**config.mk**
```make
export PLATFORM = sky130hd
export DESIGN_NAME = result_framer_flat
export DESIGN_NICKNAME = d
export VERILOG_FILES = /design/src/rtl/result_framer_if.sv /design/src/rtl/result_framer.sv /design/src/flat_wrapper.sv
export SDC_FILE = /design/constraint.sdc
export NUM_CORES = 1
export LEC_CHECK = 0
export ABC_CLOCK_PERIOD_IN_PS = 6900
export CAP_MARGIN = 25
export CORE_ASPECT_RATIO = 1.5
export CORE_MARGIN = 3
export CORE_UTILIZATION = 25
export CTS_BUF_LIST = sky130_fd_sc_hd__clkbuf_16
export CTS_CLUSTER_SIZE = 10
export DETAILED_ROUTE_END_ITERATION = 8
export GPL_TIMING_DRIVEN = 1
export SLEW_MARGIN = 10
export SYNTH_ARGS = -nofsm -noshare
export SYNTH_HDL_FRONTEND = slang
export SYNTH_SLANG_ARGS = --single-unit
```
**constraint.sdc**
```tcl
create_clock -name clk_in -period 6.9 [get_ports clk_in]
set_clock_uncertainty 0.1 [all_clocks]
set_input_delay 0.69 -clock clk_in [delete_from_list [all_inputs] [get_ports clk_in]]
set_output_delay 0.69 -clock clk_in [all_outputs]
set_load 0.03 [all_outputs]
```
**src/rtl/result_framer_if.sv**
```systemverilog
// Query/result and host word-handshake signals of the result framer.
// The slave side is the framer; the master side is the engine/host.
interface result_framer_if #(
  parameter int unsigned TAG_W = 8
);
  logic             start_in;
  logic [15:0]      k_in;
  logic [31:0]      result_in;
  logic             result_valid_in;
  logic [31:0]      cycles_in;
  logic [TAG_W-1:0] ack_in;
  logic [31:0]      tx_data_out;
  logic [TAG_W-1:0] tx_tag_out;
  logic             busy_out;
  logic             overflow_out;
  logic             frame_done_out;

  modport master (
    output start_in, k_in, result_in, result_valid_in, cycles_in, ack_in,
    input  tx_data_out, tx_tag_out, busy_out, overflow_out, frame_done_out
  );

  modport slave (
    input  start_in, k_in, result_in, result_valid_in, cycles_in, ack_in,
    output tx_data_out, tx_tag_out, busy_out, overflow_out, frame_done_out
  );
endinterface

```
**src/rtl/result_framer.sv**
```systemverilog
// Collects up to K search results per query and offers them to the host as
// a tagged frame: header, count, results, cycle count.
module result_framer #(
  parameter int unsigned MAX_K = 8,
  parameter int unsigned TAG_W = 8
) (
  input logic            clk_in,
  input logic            rst_in,
  result_framer_if.slave bus
);

  localparam int unsigned AW = (MAX_K > 1) ? $clog2(MAX_K) : 1;

  typedef enum logic [2:0] {IDLE, COLLECT, HDR, CNT, DATA, CYC} state_t;

  state_t           state_q, state_d;
  logic [15:0]      k_q, k_d;
  logic [15:0]      cnt_q, cnt_d;
  logic [15:0]      rd_q, rd_d;
  logic [31:0]      cyc_q;
  logic [31:0]      tx_data_q;
  logic [TAG_W-1:0] tx_tag_q;
  logic             ovf_q, ovf_d;
  logic             done_q, done_d;
  logic             load, wr_en, cyc_latch, acked;
  logic [31:0]      word_d;
  logic [15:0]      k_clamp;
  logic [31:0]      mem_q [MAX_K];

  assign k_clamp = (bus.k_in > 16'(MAX_K)) ? 16'(MAX_K) : bus.k_in;
  assign acked   = (bus.ack_in == tx_tag_q);

  always_comb begin
    state_d   = state_q;
    k_d       = k_q;
    cnt_d     = cnt_q;
    rd_d      = rd_q;
    ovf_d     = ovf_q;
    done_d    = 1'b0;
    load      = 1'b0;
    wr_en     = 1'b0;
    cyc_latch = 1'b0;
    word_d    = '0;
    case (state_q)
      IDLE: begin
        if (bus.start_in) begin
          k_d     = k_clamp;
          cnt_d   = '0;
          ovf_d   = 1'b0;
          state_d = COLLECT;
        end
      end
      COLLECT: begin
        if (bus.result_valid_in) begin
          if (cnt_q < k_q) begin
            wr_en = 1'b1;
            cnt_d = cnt_q + 16'd1;
          end else begin
            ovf_d = 1'b1;
          end
        end
        // Compare the updated count so the header goes out on the same edge
        // that captures the last result (and one cycle after start for K=0).
        if (cnt_d == k_q) begin
          cyc_latch = 1'b1;
          load      = 1'b1;
          word_d    = '1;
          state_d   = HDR;
        end
      end
      HDR: begin
        if (acked) begin
          load    = 1'b1;
          word_d  = 32'(k_q);
          state_d = CNT;
        end
      end
      CNT: begin
        if (acked) begin
          load = 1'b1;
          if (k_q == 16'd0) begin
            word_d  = cyc_q;
            state_d = CYC;
          end else begin
            word_d  = mem_q[0];
            rd_d    = 16'd1;
            state_d = DATA;
          end
        end
      end
      DATA: begin
        if (acked) begin
          load = 1'b1;
          if (rd_q == k_q) begin
            word_d  = cyc_q;
            state_d = CYC;
          end else begin
            word_d = mem_q[rd_q[AW-1:0]];
            rd_d   = rd_q + 16'd1;
          end
        end
      end
      CYC: begin
        if (acked) begin
          done_d  = 1'b1;
          state_d = IDLE;
        end
      end
      default: state_d = IDLE;
    endcase
    if (bus.result_valid_in && state_q != COLLECT)
      ovf_d = 1'b1;
  end

  always_ff @(posedge clk_in or posedge rst_in) begin
    if (rst_in) begin
      state_q   <= IDLE;
      k_q       <= '0;
      cnt_q     <= '0;
      rd_q      <= '0;
      cyc_q     <= '0;
      tx_data_q <= '0;
      tx_tag_q  <= '0;
      ovf_q     <= 1'b0;
      done_q    <= 1'b0;
    end else begin
      state_q <= state_d;
      k_q     <= k_d;
      cnt_q   <= cnt_d;
      rd_q    <= rd_d;
      ovf_q   <= ovf_d;
      done_q  <= done_d;
      if (cyc_latch)
        cyc_q <= bus.cycles_in;
      if (load) begin
        tx_data_q <= word_d;
        tx_tag_q  <= tx_tag_q + TAG_W'(1);
      end
    end
  end

  always_ff @(posedge clk_in) begin
    if (wr_en)
      mem_q[cnt_q[AW-1:0]] <= bus.result_in;
  end

  assign bus.tx_data_out    = tx_data_q;
  assign bus.tx_tag_out     = tx_tag_q;
  assign bus.busy_out       = (state_q != IDLE);
  assign bus.overflow_out   = ovf_q;
  assign bus.frame_done_out = done_q;

endmodule

```
**src/flat_wrapper.sv**
```systemverilog
// flat-port wrapper written by rule: the top's interface ports become plain ports
module result_framer_flat 
#(
  parameter int unsigned MAX_K = 8,
  parameter int unsigned TAG_W = 8
)
  (clk_in, rst_in, bus_start_in, bus_k_in, bus_result_in, bus_result_valid_in, bus_cycles_in, bus_ack_in, bus_tx_data_out, bus_tx_tag_out, bus_busy_out, bus_overflow_out, bus_frame_done_out);
  result_framer_if #(.TAG_W(TAG_W)) bus_i ();
  input logic clk_in;
  input logic rst_in;
  input wire logic [$bits(bus_i.start_in)-1:0] bus_start_in;
  input wire logic [$bits(bus_i.k_in)-1:0] bus_k_in;
  input wire logic [$bits(bus_i.result_in)-1:0] bus_result_in;
  input wire logic [$bits(bus_i.result_valid_in)-1:0] bus_result_valid_in;
  input wire logic [$bits(bus_i.cycles_in)-1:0] bus_cycles_in;
  input wire logic [$bits(bus_i.ack_in)-1:0] bus_ack_in;
  output wire logic [$bits(bus_i.tx_data_out)-1:0] bus_tx_data_out;
  output wire logic [$bits(bus_i.tx_tag_out)-1:0] bus_tx_tag_out;
  output wire logic [$bits(bus_i.busy_out)-1:0] bus_busy_out;
  output wire logic [$bits(bus_i.overflow_out)-1:0] bus_overflow_out;
  output wire logic [$bits(bus_i.frame_done_out)-1:0] bus_frame_done_out;
  assign bus_i.start_in = bus_start_in;
  assign bus_i.k_in = bus_k_in;
  assign bus_i.result_in = bus_result_in;
  assign bus_i.result_valid_in = bus_result_valid_in;
  assign bus_i.cycles_in = bus_cycles_in;
  assign bus_i.ack_in = bus_ack_in;
  assign bus_tx_data_out = bus_i.tx_data_out;
  assign bus_tx_tag_out = bus_i.tx_tag_out;
  assign bus_busy_out = bus_i.busy_out;
  assign bus_overflow_out = bus_i.overflow_out;
  assign bus_frame_done_out = bus_i.frame_done_out;
  result_framer #(.MAX_K(MAX_K), .TAG_W(TAG_W)) u_core (.clk_in(clk_in), .rst_in(rst_in), .bus(bus_i));
endmodule
```
Word-level counts from Yosys, hierarchy flattened. Memory sizes are Yosys's and may differ from the RTL's. Index checks and enable logic that the tools add are counted.

Memory bits (writable): 256. Latch bits: 0. Input port bits: 92. Bits in read-only memories: 0. Memories: 1. Flip-flop bits (word level): 125. Logic and storage cells: 91.

Bitwise gates (word level): 0. Shifts and indexed selects: 0. Order comparisons: 2. Equality and inequality tests: 21. Multiply operators: 0. Divide/modulo/power cells: 0. $add $sub $neg: 3. Reduce and logical (&&, ||, !) cells: 13. Multiplexer cells: 42.

Memories: u_core.mem_q (words 8, width 32, read ports 2, clocked after Yosys merged registers in 0, write ports 1, line result_framer.sv:28) `logic [31:0] mem_q [MAX_K];`.

Operator list (number): 16-bit 2-to-1 mux (10); 32-bit 2-to-1 mux (5); 32-bit one-hot mux with 4 select lines (1); 16-bit one-hot mux with 2 select lines (2); 16-bit by 1-bit adder with 16-bit output (second input constant) (2); 16-bit == test (2); 3-bit 2-to-1 mux (7); 3-bit one-hot mux with 6 select lines (1); 16-bit by 4-bit > comparator with 1-bit output (second input constant) (1); 16-bit zero test (1); 16-bit < comparator (1); 1-bit 2-to-1 mux (14); 2-bit by 1-bit inequality test with 1-bit output (second input constant) (6); 8-bit by 1-bit adder with 8-bit output (second input constant) (1); 8-bit == test (1); 7-bit AND reduction (1); 3-bit by 2-bit == test with 1-bit output (second input constant) (2); 3-bit == test (second input constant) (2); 2-bit inequality test (second input constant) (3); 3-bit by 2-bit inequality test with 1-bit output (second input constant) (2); 3-bit nonzero test (2); 5-bit AND reduction (1); 1-bit one-hot mux with 2 select lines (2); 2-bit AND reduction (2); 8 further kinds (9).

Depth between registers and ports, before layout.
Word-level depth: 7. Depth in mapped cells: 15. Mapped depth without buffers: 12.

Worst setup path after synthesis. No wires, ideal clock.

Path type: flip-flop to flip-flop. Start: register u_core.k_q[2]. End: memory u_core.mem_q[1][0] (enable). Library setup time: 0.513 ns. Stages on the path, launching flop included: 11. Path buffers: 1. Data arrival time: 5.261 ns. Path slack: 1.025 ns. Period minus slack after synthesis: 5.875 ns. Cells stage by stage: dfrtp_1 > inv_1 > ha_1 > a211oi_2 > o21ai_2 > a41oi_2 > o21ai_2 > buf_6 > nor2_1 > nand2_1 > nor4b_1.

Word-level cells in the longest chain between the ends: 6.

RTL lines: from (decl) (line result_framer.sv:17) `logic [15:0] k_q, k_d;`; from (signal assigned) (line result_framer.sv:128) `k_q <= k_d;`; 16-bit < comparator (line result_framer.sv:55) `if (cnt_q < k_q) begin`; 1-bit 2-to-1 mux (line result_framer.sv:55); 1-bit 2-to-1 mux (line result_framer.sv:54) `if (bus.result_valid_in) begin`; 1-bit 2-to-1 mux (line result_framer.sv:44) `case (state_q)`; 1-bit 2-to-1 mux (line result_framer.sv:143) `if (wr_en)`; 1-bit 2-to-1 mux (implied by the code) (line result_framer.sv:144) `mem_q[cnt_q[AW-1:0]] <= bus.result_in;`; to (decl) (line result_framer.sv:28).

Every way passes these cells.

Worst setup path after layout.
Start: register u_core.cnt_q[2]. End: register u_core.tx_tag_q[1] (netlist: u_core.bus.tx_tag_out[1]).

Word-level cells in the longest chain between the ends: 7. Elaborated cells on any way between the ends: 8. Those cells by class: 1 x add/sub; 1 x order compare; 1 x eq/ne; 5 x mux.

RTL lines: from (decl) (line result_framer.sv:18) `logic [15:0] cnt_q, cnt_d;`; from (signal assigned) (line result_framer.sv:129) `cnt_q <= cnt_d;`; 16-bit by 1-bit adder with 16-bit output / 16-bit < comparator (equally long branches) (line result_framer.sv:57, result_framer.sv:55); 16-bit 2-to-1 mux (line result_framer.sv:55); 16-bit 2-to-1 mux * (line result_framer.sv:54); 16-bit 2-to-1 mux * (line result_framer.sv:44); 16-bit == test * (line result_framer.sv:64) `if (cnt_d == k_q) begin`; 1-bit 2-to-1 mux * (line result_framer.sv:64); 1-bit one-hot mux with 2 select lines * (line result_framer.sv:44); to (signal assigned) (line result_framer.sv:137) `tx_tag_q <= tx_tag_q + TAG_W'(1);`; to (decl) (line result_framer.sv:22) `logic [TAG_W-1:0] tx_tag_q;`.

Every way passes the cells marked *; elsewhere a longest branch is shown, timed or not. The select of a mux whose other input is x is not followed. A chain may end at the register's enable or synchronous reset.

==> impl_metrics.py <==
metrics = {
    "detailed_routing": {
        "wl_per_cell_um": 21.44,
        "routed_wirelength_um": 46450,
        "routed_via_density": 4.774,
        "vias": 10340,
        "drcViolationCount": 0,
        "ant_nets": 0,
        "first_pass_iters": 7,
        "drtIter0Drc": 813,
    },
    "synth": {
        "synth_commonest_cells": "edfxtp_1, dfrtp_1, nand2_1, mux4_2, nor2_1",
        "syn_area_um2": 16810,
        "synth_top_cell_area_share": 0.4573,
        "netlist_instances": 1118,
        "yosys_most_used_dff": "edfxtp_1",
        "syn_area_per_cell_um2": 15.04,
        "synthArstFlopShare": 0.3281,
        "synth_area_leaders": "edfxtp_1, dfrtp_1, mux4_2, xnor2_1, mux2_4",
        "yosysUniqueCellTypes": 65,
        "synth_seq_cells": 381,
        "synth.net_count": 1228,
        "synth_edf_count": 256,
        "yosysMostFrequentCell": "edfxtp_1",
        "yosys_warnings": 0,
        "yosysTopAreaCell": "edfxtp_1",
        "ys_seq_area_frac": 0.6434,
    },
    "layout": {
        "area_growth_pct": 21.85,
        "drive_gt1_frac": 0.1777,
        "fillCellCount": 6502,
        "diodes": 0,
        "fin_nets": 1367,
    },
    "clock_network": {
        "cts_buffer_depth": 3,
        "cts_tree": "built",
        "cts.htree.levels": 2,
        "postCtsSetupRepairBufs": 0,
        "cts_resized": 0,
        "ctsHoldBuffers": 0,
        "numCtsBuffers": 44,
        "path_clk_slew_ns": 0.06,
        "clock_latency_ns": 0.55,
        "root_buffer": "clkbuf_16",
        "cts.sink_count": 381,
    },
    "grt": {
        "grt_pass1_wl_um": 69590,
        "grt_start_max_net_pins": 69,
        "grt_pass1_vias": 10920,
        "grt_use_total": 0.1303,
        "grt.overflow.total": 0,
        "antenna_found_initial": 3,
    },
    "critical_path": {
        "cpMaxStageDelayCell": "dfrtp_1",
        "critPathMaxFanout": 12,
        "critical_path_arrival_ns": 5.01,
        "critPathLaunchType": "flip-flop",
        "worstPathRequired_ns": 7.22,
        "cp_cell_sequence": "ha_1, a211oi_2, o21ai_2, a41oi_2, o21a_1, and3_1, mux2i_1, o31ai_4, nor4_4, buf_6, buf_4, or2_1, mux2_1",
        "crit_family": "compound AO/OA/AOI/OAI gates",
        "crit_path_end_kind": "flip-flop",
        "crit_buf_inv": 2,
        "critPathMaxStageDelay_ns": 0.67,
        "crit_type": "flip-flop to flip-flop",
    },
    "timing": {
        "hold_viol_final": 0,
        "period_minus_slack_ns": 4.683,
        "holdWs_ns": 0.4065,
        "fin_tns_setup_ns": 0,
        "max_freq_ghz": 0.2135,
        "rsz0062_at_grt": "no",
        "setup_slack_ns": 2.217,
        "maxSlewHeadroom": 0.3036,
        "drv_slew": 0,
        "tightest_slew_ns": 1.038,
        "setup_viol_count_final": 0,
        "period_share": 0.6787,
    },
    "place": {
        "io_buffers": 134,
        "dp_slack_ns": 2.181,
        "gp_congestion": 0.9068,
        "detailed_place_hpwl_um": 30640,
    },
    "worst_hold_path": {
        "hp-class": "flip-flop to flip-flop",
    },
    "outcome": {
        "outcome": "finished, final reports clean",
    },
    "die": {
        "die_w_um": 217.7,
        "die_h_um": 323.6,
        "die-area_um2": 70450,
        "num_rows": 115,
        "pin_count": 135,
        "start_util": 0.2545,
        "core_area_um2": 66040,
    },
    "power": {
        "ir_worst_vdd_mv": 0.2059,
        "power.density_nw_per_um2": 245.9,
        "p_leak_uw": 0.007234,
    },
    "job": {
        "cap_violations": 0,
    },
}
-- sequential cells by signal, indices dropped and copies added, names as in the netlist --
register	flops
u_core.cnt_q	16
u_core.bus.tx_tag_out	8
u_core.mem_q	256
u_core.state_q	3
u_core.k_q	16
u_core.cyc_q	32
u_core.bus.overflow_out	1
u_core.bus.tx_data_out	32
u_core.bus.frame_done_out	1
u_core.rd_q	16
-- through the flow --
step	instances	power (uW)	utilization	cell area, um2
floorplan	1118	2829	-	16810
global placement	2087	3030	0.2909	19210
detailed placement	2088	3034	0.2910	19220
CTS	2166	5118	0.3101	20480
global route	2166	5235	0.3101	20480
finish	2166	5037	0.3101	20480
-- power breakdown --
group	internal [uW]	leakage (uW)	switching [uW]	total, uW
logic	241	0.00258	219	460
registers	2480	0.00393	43.9	2520
clock network	1170	0.000721	890	2060
total	3880	0.00723	1150	5040
-- routing by layer --
| layer | routed length [um] | GRT usage | part of all wire |
|---|---|---|---|
| met2 | 24560 | 0.2382 | 0.53 |
| met4 | 1542 | 0.04758 | 0.033 |
| met3 | 1743 | 0.01808 | 0.038 |
| met5 | 27 | 0 | 0.00058 |
| met1 | 18580 | 0.1560 | 0.40 |
-- placed cells by master (no fill, tap or decap), types with 26 or more instances in the layout --
master and n:
nand2_1 78, xnor2_1 51, inv_1 53, nor2_1 60, dfrtp_1 123, clkbuf_16 45, edfxtp_1 256, mux2_4 26
mux2_2 34, o21ai_0 57, nand3_1 28, clkdlybuf4s50_1 134, mux4_2 64
-- worst register-to-register path, cell delays in order, from the launching register on --
cell	delay, ns
dfrtp_1	0.67
ha_1	0.36
a211oi_2	0.26
o21ai_2	0.09
a41oi_2	0.29
o21a_1	0.32
and3_1	0.29
mux2i_1	0.46
o31ai_4	0.18
nor4_4	0.58
buf_6	0.27
buf_4	0.20
or2_1	0.15
mux2_1	0.32
-- worst paths after layout --
kind,start,endpoint,slack (ns),cells after the start
max reg2reg,u_core.cnt_q[2]$_DFFE_PP0P_,u_core.bus.tx_tag_out[1]$_DFFE_PP0P_,2.22,13
min,u_core.cyc_q[2]$_DFFE_PP0P_,u_core.cyc_q[2]$_DFFE_PP0P_,0.41,1
max,u_core.cnt_q[2]$_DFFE_PP0P_,u_core.bus.tx_tag_out[1]$_DFFE_PP0P_,2.22,13
max in group asynchronous,rst_in,u_core.cnt_q[4]$_DFFE_PP0P_,4.81,3
min in group asynchronous,rst_in,u_core.bus.tx_tag_out[4]$_DFFE_PP0P_,0.56,2
min reg2reg,u_core.cyc_q[2]$_DFFE_PP0P_,u_core.cyc_q[2]$_DFFE_PP0P_,0.41,1
-- cells by family after synthesis --
group,Yosys count,synth area share
compound gates,169,0.07302
xor+xnor,60,0.03208
fa+ha+maj,18,0.01340
buf+inv,92,0.02352
flops,381,0.6434
mux,133,0.1376
simple gates,265,0.07696
-- cell type report --
| type | instances | area, um2 | area share |
|---|---|---|---|
| well taps | 877 | 1097 | 0.05357 |
| flip-flops and latches | 381 | 10820 | 0.5283 |
| repair buffers | 160 | 1540 | 0.07520 |
| inverters | 25 | 98.84 | 0.004826 |
| clock inverters | 33 | 133.9 | 0.006536 |
| clock buffers | 45 | 1126 | 0.05498 |
| multi-input cells | 645 | 5665 | 0.2766 |
No activity file was read; power rests on OpenSTA's default activity.
